--- src/rtl/cnt_core.sv ---
// cnt_core: up/down counter with parallel load, wrap pulses and saturating wrap count
module cnt_core #(
    parameter int WIDTH = 8
) (
    input  logic             clk,
    input  logic             rst_n,
    input  logic             en,
    input  logic             load,
    input  logic             updown,
    input  logic [WIDTH-1:0] in_data,
    output logic [WIDTH-1:0] out_data,
    output logic             carry,
    output logic             borrow,
    output logic             at_zero,
    output logic             at_max,
    output logic [WIDTH-1:0] wrap_cnt,
    output logic             wrap_sat
);
    localparam logic [WIDTH-1:0] MAX = '1;
    logic             up_wrap;
    logic             dn_wrap;
    logic             wrap;
    logic [WIDTH-1:0] next_cnt;
    // next counter value and wrap detection; a load never counts as a wrap
    always_comb begin
        up_wrap  = !load && en && updown && (out_data == MAX);
        dn_wrap  = !load && en && !updown && (out_data == '0);
        wrap     = up_wrap || dn_wrap;
        next_cnt = load ? in_data
                 : en ? (updown ? out_data + WIDTH'(1) : out_data - WIDTH'(1))
                 : out_data;
    end
    // counter, wrap pulses and saturating wrap statistics
    always_ff @(posedge clk) begin
        if (!rst_n) begin
            out_data <= '0;
            carry    <= 1'b0;
            borrow   <= 1'b0;
            wrap_cnt <= '0;
            wrap_sat <= 1'b0;
        end else begin
            out_data <= next_cnt;
            carry    <= up_wrap;
            borrow   <= dn_wrap;
            if (wrap && wrap_cnt != MAX)
                wrap_cnt <= wrap_cnt + WIDTH'(1);
            wrap_sat <= wrap_sat || (wrap && wrap_cnt == MAX - WIDTH'(1));
        end
    end
    assign at_zero = (out_data == '0);
    assign at_max  = (out_data == MAX);
endmodule

--- config.mk ---
export PLATFORM = sky130hd
export DESIGN_NAME = cnt_core
export DESIGN_NICKNAME = d
export VERILOG_FILES = /design/src/rtl/cnt_core.sv
export SDC_FILE = /design/constraint.sdc
export NUM_CORES = 1
export LEC_CHECK = 0
export ABC_AREA = 1
export CAP_MARGIN = 20
export CELL_PAD_IN_SITES_DETAIL_PLACEMENT = 1
export CELL_PAD_IN_SITES_GLOBAL_PLACEMENT = 2
export CORE_MARGIN = 5
export CORE_UTILIZATION = 27
export DETAILED_ROUTE_END_ITERATION = 12
export PLACE_DENSITY_LB_ADDON = 0.1
export SLEW_MARGIN = 20
export SYNTH_ARGS = -nofsm -noshare
export SYNTH_HDL_FRONTEND = slang
export SYNTH_SLANG_ARGS = --single-unit
export TNS_END_PERCENT = 5
--- constraint.sdc ---
create_clock -name clk -period 4.9 [get_ports clk]
set_clock_uncertainty 0.1 [all_clocks]
set_input_delay 0.98 -clock clk [delete_from_list [all_inputs] [get_ports clk]]
set_output_delay 0.98 -clock clk [all_outputs]
set_load 0.02 [all_outputs]
Yosys cells after proc, flatten, opt, wreduce, memory -nomap -nowiden
Cells that the tools add are included. Widths: inputs -> output; s select.

Logic and storage cells: 27. Output and inout port bits: 21. Register bits after elaboration: 19.

Eq/ne operators: 3. $add $sub $neg: 3. Mux-type cells: 3. Reduce and logical (&&, ||, !) cells: 13.

Operators with widths (count): $mux 8 (3); $add 8x1->8 const B (2); $eq 8x8->1 const B (2); $logic_not 8->1 (1); $ne 8x8->1 const B (1); $sub 8x1->8 const B (1); $logic_and 1x1->1 (7); $logic_not 1->1 (2); $logic_or 1x1->1 (2); $reduce_bool 2->1 (1).

Logic depth before layout (Yosys ltp)
Depth after elaboration: 7. Mapped depth: 10.

Least setup slack after synthesis
No wires, ideal clock.

Kind: reg2out. From: register out_data[0]. To: output port at_max. Data arrival time: 1376 ps. Buffers on the path: 0. Stages on the path, launching flop included: 3. Setup slack: 2444 ps. Cells stage by stage: dfxtp_1 -> nand2_1 -> nor4_1.

Word-level cells in the longest chain between the ends: 1.

RTL lines: start: declaration (RTL line 11) `output logic [WIDTH-1:0] out_data,`; start signal: assignment (RTL line 42) `out_data <= next_cnt;`; $eq 8x8->1 (RTL line 51) `assign at_max = (out_data == MAX);`; end: declaration (RTL line 15) `output logic at_max,`.

No other way between the ends.

Final worst setup path
Same ends and word-level chain as after synthesis.

==> run metrics <==
placed insts=about 300; clk_lat worst skew=260 ps; vias in the first global route=approximately 1500; Adder-Cell Fraction of Synth Area=slightly above 9%; initial antenna violation count=0; clock sinks=19; largest cells by area after synthesis=dfxtp_1 (29%), nand2_1 (17%), nand3_1 (8.7%), ha_1 (7.6%), a21oi_1 (6.1%); GR Overflow Total=0; site row count=25; Routed Antenna Nets=0; Longest Clk Path Bufs=2; Yosys reg bits=19; Clock transition at path regs=80 ps; CTS tree=yes; post-route insts no fill=300; setup tns final=0 ps; port bufs=33; CTS root buf=clkbuf_8; placer's final routability congestion estimate=0.816; Crit path required time=3820 ps; Die Span Y=roughly 80 microns; Fill cells=around 610; worst reg2reg startpoint=wrap_cnt[1]; Iter 0 DRT Violations=62; P per Cell Area=223 nW/um^2; mapped cell area=between 1000 and 1500 sq um; IO Pins=34; GRT Total Usage=14.4%; drt pass-1 iters=4; area leader, netlist=dfxtp_1; Power, Total=389 uW; peak supply drop=0.000118 V; Hold Path Class=reg -> reg; FMAX=346 MHz; share of post-route cells with drive strength above 1=under 10%; synthesized area per cell=about 6.6 sq um; # diodes=0; Clk pwr share=30.4%; post-synth top area share=between 20 and 30%; power share of the combinational group=25.8%; WL per Instance=roughly 14 microns; Post-synth EDFFs=0; Sw Share=32.9%; CTS resizes=0; Slew HR=between 50% and 60%; top cells by count, synth=nand2_1 (59), nand3_1 (23), inv_1 (21), dfxtp_1 (19), nor2_1 (19); CORE AREA=4720 sq um; reg2reg end=wrap_cnt[0]; post-synthesis sequential area ratio=between 20 and 30%; largest family of logic cells by synthesized area=simple AND/OR/NAND/NOR gates; most frequent cell after synthesis=nand2_1; Psw=approximately 130 uW; Flop pwr share=43.8%; Worst R2R Path Depth=6; first-pass GRT wire length=7.25 mm; hold endpoint=wrap_sat; die footprint=around 6400 sq um; DRC viols=0; status=completed; Slew Limit Fails=0; Synth Area in Compound Gates=roughly 11%; mux share of post-synthesis cell area=0%; internal power=between 200 and 300 uW; CP Class=reg -> out; P_leak=0.000753 uW; Max Cap Violations=0; number of distinct library cells after synthesis=25; Post-Synth Simple-Gate Area=between 30% and 40%; vias per cell=approximately 4.6; initial core utilization=27.9%; hold depth=2; Setup crit start kind=flip-flop; Worst Tran Pin Value=622 ps; dpl hpwl=between 3 and 4 mm; setup slack, reg-to-reg=3170 ps; largest net degree at the start of global routing=17; Setup WS pre-CTS=1880 ps; setup ws final=between 2000 and 2500 ps; post-CTS setup buffer count=0; Gate Count Post-Synth=200; final hold violations=0; Worst Path Arrival=1810 ps; period utilization=59.0%; die width=79.9 microns; via count=approximately 1400; Hold Startpoint=wrap_sat; crit end category=output port; post-layout minimum cycle time=between 2000 and 3000 ps; layout overhead on the synthesized area=32.1%; yosys synthesis warning count=0; ys async rst share=0%; Synth Net Count=around 220; # H-tree levels=1; Post-CTS Hold Fix Bufs=0; fin util=around 37%; post-synthesis xor/xnor area fraction=3.32%; Post-synth top flop=dfxtp_1; Layout Nets=256; RSZ-0062 raised after global routing=false; final setup fails=0; Routed WL=4.19 mm; Num CTS Buffers=3; CP max FO=7
-- critical path, stage by stage (launching register included) --
cell	delay, ps
dfxtp_1	490
nand2_1	110
nor4_1	290
clkdlybuf4s50_1	660
-- flip-flops by register name, summed over array words and instances, names as in the netlist --
register / cells
out_data: 8
carry: 1
wrap_sat: 1
borrow: 1
wrap_cnt: 8
-- power groups by stage --
stage                     Combinational (uW)  Sequential [uW]  Clock, uW
final                                    100              170        118
after global routing                     114              172        130
after CTS                                102              170        121
after detailed placement                 101              174          0
after global placement                  98.7              174          0
after floorplan                         55.6              178          0
-- kinds of logic (layout without fill, tap and decap cells) --
| logic type | after synthesis | in the layout |
|---|---|---|
| adders and majority gates | 9 | 9 |
| AOI/OAI and AO/OA | 26 | 26 |
| DFF | 19 | 19 |
| and+or+nand+nor | 113 | 113 |
| buffers and inverters | 28 | 61 |
| xor gates and xnor gates | 5 | 5 |
-- per-stage QoR --
step	hold slack, ps	cell area, sq um
global route	419	1740
CTS	393	1740
floorplan	470	1320
detailed placement	372	1690
global placement	353	1690
finish	378	1740
-- cells in the final DEF, fill, tap and decap left out, types with 2 or more instances in the layout --
cell type and instances:
dfxtp_1 19, ha_1 8, nand2_1 59, inv_1 21, a22oi_1 4, a21oi_1 16, xor2_1 3, xnor2_1 2
nand4_1 2, nor2_1 19, clkdlybuf4s50_1 33, nand2_2 3, nand3b_1 2, inv_2 3, nand3_1 23, a31oi_1 2
o21ai_0 3, clkbuf_8 3
-- routing by layer --
metal,vias to the layer above,global-route usage (%),wire [microns]
met4,0,3.04,25
met5,-,0,0
met2,28,24.3,1940
met1,638,19.3,2080
met3,2,2.48,148
li1,712,-,-
-- worst max-delay path by stage --
stage | start | slack (ps) | to | cells past startpoint
final | out_data[0] | 2010 | at_max | 3
after global routing | out_data[0] | 1840 | at_max | 3
after CTS | out_data[0] | 1970 | at_max | 3
after detailed placement | updown | 1880 | out_data[7] | 8
after global placement | updown | 1960 | out_data[5] | 9
after floorplan | out_data[0] | 2440 | at_max | 2
-- layout make-up --
class / instances / area (sq um) / area share, %
Tap cell: 67 / 83.8 / 4.82
Clock buffer: 3 / 41.3 / 2.37
Sequential cell: 19 / 380 / 21.9
Clock inverter: 1 / 5.00 / 0.288
Multi-Input combinational cell: 153 / 810 / 46.5
Timing Repair Buffer: 33 / 330 / 19.0
Inverter: 24 / 90.1 / 5.18
(Power assumes the default switching activity.)
